**src/rtl/fx2_fifo_rx.sv**
```systemverilog
// fx2_fifo_rx: receive stage that drains the FX2 slave FIFO (host-to-FPGA
// endpoint). It drives SLOE/SLRD and buffers the received bytes in a local
// first-word-fall-through FIFO. Downstream logic reads them as a valid/ready
// byte stream. All logic runs on the rising edge of the FX2 interface clock.
module fx2_fifo_rx #(
  parameter int unsigned DEPTH        = 16,
  parameter int unsigned IDLE_TIMEOUT = 8,
  parameter logic [1:0]  FIFOADR      = 2'b00
) (
  input  logic        USB_CLKO,
  input  logic        USB_RESET2,
  input  logic        fx2_empty_n,
  input  logic [7:0]  fx2_data,
  output logic        fx2_sloe_n,
  output logic        fx2_slrd_n,
  output logic [1:0]  fx2_fifoadr,
  output logic [7:0]  out_data,
  output logic        out_valid,
  input  logic        out_ready,
  output logic [15:0] rx_count,
  output logic        overflow
);

  localparam int unsigned AW = $clog2(DEPTH);
  localparam int unsigned OW = AW + 1;
  localparam logic [OW-1:0] OCC_FULL    = OW'(DEPTH);
  // Strobing stops above this level so that the byte already on its way
  // through the registered SLRD path still has a slot.
  localparam logic [OW-1:0] OCC_THR     = OW'(DEPTH - 2);
  localparam logic [7:0]    TIMEOUT_VAL = 8'(IDLE_TIMEOUT);

  typedef enum logic [1:0] {
    IDLE = 2'd0,
    TURN = 2'd1,
    READ = 2'd2
  } state_t;

  state_t         state_r;
  state_t         state_next_s;
  logic           sloe_n_r;
  logic           sloe_n_next_s;
  logic           slrd_n_r;
  logic           slrd_n_next_s;
  logic [7:0]     idle_cnt_r;
  logic [7:0]     idle_cnt_next_s;

  logic [7:0]     mem_r [DEPTH];
  logic [AW-1:0]  wr_ptr_r;
  logic [AW-1:0]  rd_ptr_r;
  logic [OW-1:0]  occ_r;
  logic [OW-1:0]  occ_next_s;
  logic [15:0]    rx_count_r;
  logic           overflow_r;

  logic           capture_s;
  logic           pop_s;
  logic           push_s;
  logic           drop_s;
  logic           full_s;
  logic           valid_s;
  logic           room_now_s;
  logic           room_next_s;
  logic           strobe_ok_s;
  logic [7:0]     idle_inc_s;

  // A capture happens whenever the strobe that is on the bus meets a
  // non-empty endpoint; a full buffer without a simultaneous pop drops it.
  assign capture_s   = ~slrd_n_r & fx2_empty_n;
  assign valid_s     = (occ_r != {OW{1'b0}});
  assign full_s      = (occ_r == OCC_FULL);
  assign pop_s       = valid_s & out_ready;
  assign push_s      = capture_s & (~full_s | pop_s);
  assign drop_s      = capture_s & full_s & ~pop_s;
  assign room_now_s  = (occ_r <= OCC_THR);
  assign room_next_s = (occ_next_s <= OCC_THR);
  assign strobe_ok_s = fx2_empty_n & room_next_s;
  assign idle_inc_s  = idle_cnt_r + 8'd1;

  // Occupancy after this edge's push/pop.
  always_comb begin
    occ_next_s = occ_r;
    case ({push_s, pop_s})
      2'b10:   occ_next_s = occ_r + OW'(1);
      2'b01:   occ_next_s = occ_r - OW'(1);
      default: occ_next_s = occ_r;
    endcase
  end

  // Next-state, strobe and idle-counter decode for the read sequencer.
  always_comb begin
    state_next_s    = state_r;
    sloe_n_next_s   = 1'b1;
    slrd_n_next_s   = 1'b1;
    idle_cnt_next_s = 8'd0;
    case (state_r)
      IDLE: begin
        if (fx2_empty_n && room_now_s) begin
          state_next_s  = TURN;
          sloe_n_next_s = 1'b0;
        end else begin
          state_next_s  = IDLE;
        end
      end
      TURN: begin
        // Bus has been turned around; first strobe goes out on this edge.
        state_next_s  = READ;
        sloe_n_next_s = 1'b0;
        slrd_n_next_s = ~strobe_ok_s;
      end
      READ: begin
        if (capture_s) begin
          idle_cnt_next_s = 8'd0;
        end else begin
          idle_cnt_next_s = idle_inc_s;
        end
        if (!capture_s && (idle_inc_s == TIMEOUT_VAL)) begin
          // Release the bus after a run of cycles without data.
          state_next_s    = IDLE;
          sloe_n_next_s   = 1'b1;
          slrd_n_next_s   = 1'b1;
          idle_cnt_next_s = 8'd0;
        end else begin
          state_next_s  = READ;
          sloe_n_next_s = 1'b0;
          slrd_n_next_s = ~strobe_ok_s;
        end
      end
      default: begin
        state_next_s = IDLE;
      end
    endcase
  end

  // Sequencer state, registered FX2 strobes and idle counter.
  always_ff @(posedge USB_CLKO) begin
    if (USB_RESET2) begin
      state_r    <= IDLE;
      sloe_n_r   <= 1'b1;
      slrd_n_r   <= 1'b1;
      idle_cnt_r <= 8'd0;
    end else begin
      state_r    <= state_next_s;
      sloe_n_r   <= sloe_n_next_s;
      slrd_n_r   <= slrd_n_next_s;
      idle_cnt_r <= idle_cnt_next_s;
    end
  end

  // Buffer storage; stale contents are never visible because out_data is
  // gated by occupancy.
  always_ff @(posedge USB_CLKO) begin
    if (push_s) begin
      mem_r[wr_ptr_r] <= fx2_data;
    end
  end

  // Buffer pointers, occupancy, capture counter and sticky overflow flag.
  always_ff @(posedge USB_CLKO) begin
    if (USB_RESET2) begin
      wr_ptr_r   <= {AW{1'b0}};
      rd_ptr_r   <= {AW{1'b0}};
      occ_r      <= {OW{1'b0}};
      rx_count_r <= 16'd0;
      overflow_r <= 1'b0;
    end else begin
      if (push_s) begin
        wr_ptr_r <= wr_ptr_r + AW'(1);
      end
      if (pop_s) begin
        rd_ptr_r <= rd_ptr_r + AW'(1);
      end
      occ_r <= occ_next_s;
      if (capture_s) begin
        rx_count_r <= rx_count_r + 16'd1;
      end
      if (drop_s) begin
        overflow_r <= 1'b1;
      end
    end
  end

  assign fx2_sloe_n  = sloe_n_r;
  assign fx2_slrd_n  = slrd_n_r;
  assign fx2_fifoadr = FIFOADR;
  assign out_valid   = valid_s;
  assign out_data    = valid_s ? mem_r[rd_ptr_r] : 8'h00;
  assign rx_count    = rx_count_r;
  assign overflow    = overflow_r;

endmodule

```
**config.mk**
```make
export PLATFORM = sky130hd
export DESIGN_NAME = fx2_fifo_rx
export DESIGN_NICKNAME = d
export VERILOG_FILES = /design/src/rtl/fx2_fifo_rx.sv
export SDC_FILE = /design/constraint.sdc
export NUM_CORES = 1
export LEC_CHECK = 0
export ABC_AREA = 1
export BUFFER_PORTS_ARGS = -buffer_cell sky130_fd_sc_hd__buf_2
export CAP_MARGIN = 30
export CORE_ASPECT_RATIO = 0.7
export CORE_UTILIZATION = 55
export DETAILED_ROUTE_END_ITERATION = 10
export HOLD_SLACK_MARGIN = 0.08
export PLACE_DENSITY = 0.73
export SYNTH_ARGS = -nofsm -noshare
export SYNTH_HDL_FRONTEND = slang
export SYNTH_SLANG_ARGS = --single-unit
```
**constraint.sdc**
```tcl
create_clock -name USB_CLKO -period 2.3 [get_ports USB_CLKO]
set_clock_uncertainty 0.1 [all_clocks]
set_input_delay 0.23 -clock USB_CLKO [delete_from_list [all_inputs] [get_ports USB_CLKO]]
set_output_delay 0.23 -clock USB_CLKO [all_outputs]
set_load 0.005 [all_outputs]
```
==> results by group, run 1 <==
Clocking
  • Reg clk slew, reported paths: 70 ps
  • CTS tree: yes
  • CTS buffer count: 17
  • Sink Count: 174
  • Skew-Pair Late Insertion Delay: 420 ps
  • H-tree levels: 4
  • Worst-case clock buffer depth: 2
  • Root Driver: clkbuf_16

Hold path
  • Hold wc startpoint: fx2_data[2]
  • Hold depth: 1
  • HP Class: in -> reg

Placement
  • Post-DP HPWL: 10,700 um
  • Pre-CTS WS: 137 ps
  • Port bufs: 39
  • Inst Count DP: 924
  • GPL Wtd Cong: 0.908

Synthesis
  • Cells after Synth: 702
  • Yosys warns: 0
  • Async set-reset flop share out of synthesis: 0
  • Cell area after synthesis: 7420 sq um
  • Seq/Total Area, Yosys: 0.642
  • Post-synth top area share: 0.518
  • Ranking of synthesized cells by area: edfxtp_1, dfxtp_1, nor2_1
  • Mean Syn Cell Area: 10.6 sq um
  • Synth area leader: edfxtp_1
  • Count of cell types in the netlist: 43
  • EDFF count, synth: 128
  • Synthesized flop and latch total: 174
  • Synth Flop Type: edfxtp_1

Timing
  • Final hold viol count: 0
  • Max Fclk: 0.442 GHz
  • TNS Setup: 0 ps
  • Period Utilization, post-route: 0.984
  • RSZ-0062 raised after global routing: yes
  • Hold_ws: 104 ps
  • Slew Viols, Final: 0
  • Worst Setup Slack, final: 36.4 ps
  • Relative slew slack: 0.642
  • Worst-margin pin slew: 537 ps
  • Final setup vio count: 0
  • Tmin final: 2260 ps

Setup path
  • Stages on worst setup path: 7
  • Worst path buffer plus inverter count: 3
  • Required @ worst endpoint: 1970 ps
  • Setup CP Type: reg -> out
  • Critical Path Start Type: flip-flop
  • CP arrival: 1930 ps
  • Top delay family on crit path: buffers and inverters
  • Critical R2R Launch: occ_r[1]
  • Sequence of cells on the critical path: buf_4, clkbuf_16, o21ai_0, o221ai_1, nand3_1, a21oi_1, buf_2
  • Critical path's slowest cell: dfxtp_4
  • Worst Setup End Kind: output pin
  • Worst Reg-to-Reg Cells: 17
  • Crit Path Max Fanout: 16
  • Slowest Stage Delay on Critical Path: 430 ps

Detailed routing
  • Residual DRC: 0
  • WL/cell: 18.1 um
  • Final wirelength: 17,700 um
  • Via Count: 5,563
  • DRT Pass-1 Iters: 6
  • Vias per inst: 5.69
  • Iter 0 DRT Violations: 555
  • Routed Antenna Nets: 0

GRT
  • First-pass GRT wire length: 26,100 um
  • Remaining Overflow, GRT: 0
  • All-Layer GR Usage: 0.247
  • Number of global-route vias before repair: 5,126
  • Largest net degree at the start of global routing: 33
  • Initial antenna violation count: 0

Die
  • Total core area: 13,200 sq um
  • IO Count: 42
  • Initial Utilization: 0.563
  • Row Count: 35
  • Die Y: 99.2 um
  • Die ar.: 14,000 sq um
  • Die width: 141 um

Layout
  • Layout cells sized above 1: 0.194
  • Layout net count: 805
  • Area Growth Syn to Fin: 20.4%
  • Finished Layout Cells: 977
  • Final core occ: 0.678
  • Ant diodes: 0

Flow run
  • Max Cap Violations: 0

Power and ir drop
  • Leak: 3.33 nW
  • Cell Pwr Density: 1060 nW/um^2
  • Worst IR Drop VDD: 0.699 mV

Outcome
  • Outcome: finished clean
[routing by layer]
metal	share of wire	GRT usage	vias to the layer above
met3	0.090	0.0496	23
li1	-	-	2608
met4	0.013	0.0761	0
met1	0.44	0.358	2651
met5	0	0	-
met2	0.45	0.378	281
[registers in the layout, indices dropped and copies added, names as in the netlist, 2 cells and up, named ones only]
register / flops
state_r: 2
occ_r: 5
mem_r: 128
rx_count: 16
rd_ptr_r: 4
wr_ptr_r: 4
idle_cnt_r: 8
[worst register-to-register path, stage by stage (launching register included)]
cell and delay, ps:
dfxtp_1 360, nor2_4 170, nand3_4 170, nand3_4 160
nand2_1 60, nand2_1 50, inv_1 50, ha_1 180
inv_1 70, nand2_1 80, nand3_1 100, nand2_1 50
nand2_1 50, nand2_1 60, a21oi_2 150, nand2_1 70
nand2_1 50, nand2_1 50
[repair_timing]
item	CTS	global route
pin swaps	0	6
setup buffers	0	13
gates cloned	0	6
endpoints found under the setup margin	4	9
hold endpoints to repair	32	0
resized for setup	4	27
hold buffers	3	0
[worst paths after layout]
check | to | slack [ps]
worst min register to register | idle_cnt_r[0] | 390
worst max-delay path | out_data[3] | 40
worst max register to register | fx2_slrd_n | 170
worst min-delay path | mem_r[13][2] | 100
[cell usage after synthesis, types with 2 or more instances]
cell        n
nand2_1    76
clkbuf_1   24
edfxtp_1  128
nand3_4     2
buf_4       3
xor2_1      3
o21ai_0    79
or2_2       2
nand3_2     2
nor2_1    129
ha_1       13
nor2_2      7
a21oi_1    27
nand2_4     2
dfxtp_1    46
xnor2_1     2
nor3b_1     3
nand4_1    11
nand3_1    28
inv_1      48
o221ai_1   22
inv_2       5
nand2_2     7
o22ai_1    10
nor3_1      5
[through the flow]
step,instance area (sq um),power [W]
after floorplan,7430,0.00519
after global placement,7950,0.00585
after detailed placement,7950,0.00593
after CTS,8590,0.00884
after global routing,8940,0.00988
final,8940,0.00947
[power breakdown]
part           leakage, nW  internal [W]  switching (W)
Sequential            1.53       0.00348       0.000140
Combinational         1.54       0.00121        0.00175
Clock                0.269       0.00171        0.00119
[logic make-up after synthesis]
family	after synthesis	synth area share
AND/OR/NAND/NOR	281	0.171
flip-flops	174	0.642
AO/OA/AOI/OAI	144	0.113
buffers and inverters	84	0.0455
adder cells (fa/ha/maj)	13	0.0219
XOR/XNOR	5	0.00590
other	1	0.000505
[cell type report]
| type | instances | area [sq um] |
|---|---|---|
| clock buffers | 19 | 433 |
| clock inverters | 12 | 161 |
| fillers | 972 | 4240 |
| inverters | 54 | 221 |
| multi-input cells | 445 | 2340 |
| flip-flops and latches | 174 | 4770 |
| well taps | 185 | 231 |
| repair buffers | 88 | 776 |
[cells in the final DEF, fill, tap and decap left out, types with 3 or more instances in the layout]
| master | instances |
|---|---|
| clkinvlp_4 | 7 |
| o21ai_0 | 75 |
| edfxtp_1 | 128 |
| inv_1 | 46 |
| nor2_1 | 129 |
| inv_6 | 3 |
| nor2_2 | 5 |
| nor3_1 | 5 |
| clkbuf_16 | 23 |
| nor2_4 | 3 |
| ha_1 | 13 |
| o22ai_1 | 10 |
| nor3b_1 | 3 |
| nand2_1 | 76 |
| dlygate4sd3_1 | 3 |
| nand3_1 | 28 |
| o221ai_1 | 22 |
| buf_12 | 8 |
| a21oi_1 | 26 |
| nand2_2 | 7 |
| nand4_1 | 11 |
| xor2_1 | 3 |
| inv_4 | 3 |
| o21ai_1 | 3 |
| buf_2 | 39 |
| dfxtp_1 | 44 |
| inv_2 | 3 |
| buf_4 | 32 |
| bufinv_16 | 3 |
No activity file was read; power rests on OpenSTA's default activity.
==> run 2, diff against run 1 <==
clock period = 2.6 ns   (was 2.3 ns; I/O delays follow)
==> results by group, run 2 (same netlist as run 1, synthesis figures left out) <==
Clocking
  • CTS tree: yes
  • Worst-case clock buffer depth: 2
  • Root Driver: clkbuf_16
  • Reg clk slew, reported paths: 60 ps
  • Sink Count: 174
  • Skew-Pair Late Insertion Delay: 420 ps
  • CTS buffer count: 17
  • H-tree levels: 4

GRT
  • Number of global-route vias before repair: 5,136
  • Met1 Resource Use GR: 0.361
  • GR Util met2: 0.377
  • First-pass GRT wire length: 26,200 um
  • Initial antenna violation count: 0
  • Largest net degree at the start of global routing: 41
  • Remaining Overflow, GRT: 0
  • Busiest metal layer after global routing: met2
  • All-Layer GR Usage: 0.252
  • M3 GR Usage: 0.0636

Die
  • Row Count: 35
  • IO Count: 42
  • Die ar.: 14,000 sq um
  • Initial Utilization: 0.563
  • Die Y: 99.2 um
  • Die width: 141 um
  • Total core area: 13,200 sq um

Layout
  • Filler cells: 995
  • Finished Layout Cells: 959
  • Layout cells sized above 1: 0.169
  • Area Growth Syn to Fin: 15.1%
  • Most common cell after layout, fill and taps aside: nor2_1
  • Ant diodes: 0
  • Multi-input logic area: 2330 sq um
  • Largest Register: mem_r
  • Most frequent cells in the layout: nor2_1, edfxtp_1, o21ai_0
  • Storage cell area: 4770 sq um
  • Largest register FFs: 128
  • Layout net count: 786

Timing
  • Max Fclk: 0.402 GHz
  • Worst Setup Slack, final: 110 ps
  • Worst-margin pin slew: 646 ps
  • Period Utilization, post-route: 0.958
  • RSZ-0062 raised after global routing: no
  • Tmin final: 2490 ps
  • Hold_ws: 111 ps
  • Final setup vio count: 0
  • TNS Setup: 0 ps
  • Relative slew slack: 0.569
  • Slew Viols, Final: 0
  • Final hold viol count: 0

Detailed routing
  • Final wirelength: 16,600 um
  • Iter 0 DRT Violations: 545
  • Vias per inst: 5.64
  • DRT Pass-1 Iters: 6
  • Routed Antenna Nets: 0
  • WL/cell: 17.4 um
  • Via Count: 5,404
  • Residual DRC: 0

Setup path
  • Setup CP Type: reg -> out
  • Sequence of cells on the critical path: clkinvlp_4, buf_4, o21ai_0, o22ai_1, nor2_1, nor2_1, o21ai_0, a21oi_1, buf_2
  • Critical R2R Launch: fx2_slrd_n
  • Critical Path Start Type: flip-flop
  • Required @ worst endpoint: 2240 ps
  • Crit Path Max Fanout: 9
  • Slowest Stage Delay on Critical Path: 360 ps
  • Worst path buffer plus inverter count: 3
  • CP arrival: 2130 ps
  • Critical path's slowest cell: dfxtp_1
  • Top delay family on crit path: compound AO/OA/AOI/OAI gates
  • Worst Setup End Kind: output pin

Power and ir drop
  • Worst IR Drop VDD: 0.558 mV
  • Cell Pwr Density: 896 nW/um^2
  • Leak: 3.15 nW

Placement
  • Inst Count DP: 923
  • Port bufs: 39
  • Post-DP HPWL: 10,900 um
  • Pre-CTS WS: 465 ps
  • GPL Wtd Cong: 0.869

Hold path
  • HP Class: in -> reg
  • Hold wc startpoint: fx2_data[7]

Outcome
  • Outcome: finished clean

Flow run
  • Max Cap Violations: 0
## run 2: changes by cell type in the layout (fill, tap and decap cells not counted), sizes merged
cell,previous run,this run
dlygate4sd3,3,1
bufinv,3,1
clkinv,0,9
buf,79,68
clkinvlp,7,2
clkbuf,25,18
## run 2: worst reg2reg max path, stage by stage (launching register included)
cell     delay (ps)
dfxtp_1         400
nor2_4           90
inv_2           220
nand4_1         210
nand2_1         110
inv_1            40
ha_1            160
inv_1            60
nand2_1          70
nand3_1         110
nand2_1          50
nand2_1          50
nand2_1          60
a21oi_2         130
nand2_1          70
nand2_1          50
nand2_1          40
## run 2: power by group
part	internal [W]	switching, W
combinational	0.000743	0.00140
clock	0.00131	0.00104
sequential	0.00307	0.0000949
## run 2: routing by layer
| metal | wire [um] | part of all wire |
|---|---|---|
| met1 | 7550 | 0.45 |
| met2 | 7510 | 0.45 |
| met3 | 1430 | 0.086 |
| met4 | 156 | 0.0094 |
| met5 | 0 | 0 |
## run 2: final timing paths
| kind | endpoint | slack [ps] | depth (start not counted) |
|---|---|---|---|
| worst min register to register | idle_cnt_r[0] | 380 | 1 |
| worst max-delay path | out_data[2] | 110 | 9 |
| worst min-delay path | mem_r[6][7] | 110 | 1 |
| worst max register to register | fx2_slrd_n | 480 | 16 |
## run 2: layout make-up
| cell class | count | area share |
|---|---|---|
| clock buffer | 18 | 0.0502 |
| clock inverter | 14 | 0.0133 |
| inverter | 54 | 0.0246 |
| multi-input combinational | 445 | 0.272 |
| sequential | 174 | 0.558 |
| tap | 185 | 0.0271 |
| timing repair buffer | 69 | 0.0548 |
## run 2: through the flow
stage	cell area, sq um	power (W)	util
after floorplan	7430	0.00459	-
after global placement	7930	0.00519	0.602
after detailed placement	7930	0.00524	0.602
after CTS	8480	0.00759	0.644
after global routing	8550	0.00806	0.648
final	8550	0.00766	0.648
## run 2: timing repair
| item | 4_1_cts | 5_1_grt |
|---|---|---|
| endpoints found under the setup margin | 0 | 8 |
| hold buffers | 1 | 0 |
| setup buffers | 0 | 3 |
| hold endpoints to repair | 1 | 0 |
| resized for setup | 0 | 8 |
==> run 3, diff against run 2 <==
CELL_PAD_IN_SITES_DETAIL_PLACEMENT = 2   (was not set)
CELL_PAD_IN_SITES_GLOBAL_PLACEMENT = 2   (was not set)
CORE_UTILIZATION = 40   (was 55)
PLACE_DENSITY = not set   (was 0.73)
PLACE_DENSITY_LB_ADDON = 0.1   (was not set)
==> results by group, run 3 (same netlist as run 1, synthesis figures left out) <==
Outcome
  • Outcome: finished clean

Layout
  • Most frequent cells in the layout: nor2_1, edfxtp_1, o21ai_0
  • Ant diodes: 0
  • Largest Register: mem_r
  • Layout net count: 787
  • Cell area after layout: 8610 sq um
  • Most common cell after layout, fill and taps aside: nor2_1
  • Filler cells: 1,871
  • Largest register FFs: 128
  • Area Growth Syn to Fin: 16.0%
  • Final core occ: 0.476
  • Layout cells sized above 1: 0.175

GRT
  • Remaining Overflow, GRT: 0
  • All-Layer GR Usage: 0.250
  • Initial antenna violation count: 0
  • Number of global-route vias before repair: 6,054
  • First-pass GRT wire length: 34,900 um
  • Largest net degree at the start of global routing: 49

Die
  • Die width: 165 um
  • Row Count: 41
  • IO Count: 42
  • Total core area: 18,100 sq um
  • Die Y: 116 um
  • Initial Utilization: 0.410
  • Die ar.: 19,100 sq um

Timing
  • Worst Setup Slack, final: 114 ps
  • TNS Setup: 0 ps
  • Relative slew slack: 0.567
  • Worst-margin pin slew: 649 ps
  • Final setup vio count: 0
  • RSZ-0062 raised after global routing: no
  • Period Utilization, post-route: 0.956
  • Slew Viols, Final: 0
  • Final hold viol count: 0
  • Max Fclk: 0.402 GHz
  • Tmin final: 2490 ps

Placement
  • GPL Wtd Cong: 0.840
  • Port bufs: 39
  • Post-DP HPWL: 15,400 um
  • Placed instance area: 8040 sq um
  • Pre-CTS WS: 308 ps

Clocking
  • H-tree levels: 4
  • CTS tree: yes
  • Worst-case clock buffer depth: 2
  • Reg clk slew, reported paths: 70 ps
  • Post-CTS Setup Inserts: 0
  • Skew-Pair Late Insertion Delay: 440 ps
  • Root Driver: clkbuf_16
  • Sink Count: 174
  • CTS buffer count: 17

Setup path
  • Crit Path Max Fanout: 46
  • Most frequent cell on the critical path: o21ai_0
  • Worst Setup End Kind: output pin
  • Setup CP Type: reg -> out
  • CP arrival: 2130 ps
  • Sequence of cells on the critical path: buf_12, o21ai_0, o22ai_1, o21ai_0, a21oi_1, buf_2
  • Required @ worst endpoint: 2240 ps
  • Worst Reg-to-Reg Cells: 17
  • Critical Path Start Type: flip-flop
  • Slowest Stage Delay on Critical Path: 430 ps
  • Critical path's slowest cell: dfxtp_4

Detailed routing
  • Routed Antenna Nets: 0
  • DRT Pass-1 Iters: 4
  • WL/cell: 21.9 um
  • Vias per inst: 5.43
  • Iter 0 DRT Violations: 395
  • Final wirelength: 22,200 um
  • Residual DRC: 0
  • Via Count: 5,487

Power and ir drop
  • Cell Pwr Density: 917 nW/um^2
  • Leak: 3.16 nW
  • Total power: 0.00790 W
  • Worst IR Drop VDD: 0.415 mV

Hold path
  • HP Class: in -> reg
  • Hold depth: 1

Flow run
  • Max Cap Violations: 0
## run 3: power by group
part           leakage (nW)  total [W]  internal (W)  switching (W)
Clock                 0.261    0.00249       0.00133        0.00116
Combinational          1.37    0.00221      0.000713        0.00150
Sequential             1.52    0.00319       0.00307       0.000122
## run 3: timing repair
item,in CTS,in global routing
resized for setup,0,4
setup endpoints to repair,0,8
hold buffers,1,0
hold endpoints to repair,1,0
## run 3: final cells by class
cell class                 count  area, sq um  area share
sequential                   174         4770       0.554
multi-input combinational    445         2320       0.270
tap                          236          295      0.0343
clock inverter                14          131      0.0153
inverter                      54          208      0.0241
clock buffer                  18          429      0.0498
timing repair buffer          70          455      0.0529
## run 3: stage by stage
stage,std cells,hold slack [ps]
final,1011,122
after global routing,1011,124
after CTS,1011,116
after detailed placement,978,357
after global placement,978,345
after floorplan,703,259
## run 3: worst max-delay path, delay by kind of cell (launching register included)
family	cells	cell delay (ps)
AOI/OAI and AO/OA	4	860
buffers and inverters	2	390
DFF	1	430
## run 3: metal layers
metal  share of wire  global-route usage
met2            0.47               0.402
met4           0.013              0.0709
met1            0.46               0.342
met5               0                   0
met3           0.060              0.0523
## run 3: path summary, 6_finish.rpt
check	start	to	slack [ps]
min reg2reg	idle_cnt_r[0]	idle_cnt_r[0]	370
min	fx2_data[0]	mem_r[5][0]	120
max reg2reg	occ_r[2]	fx2_slrd_n	310
max	flip-flop	out_data[0]	110
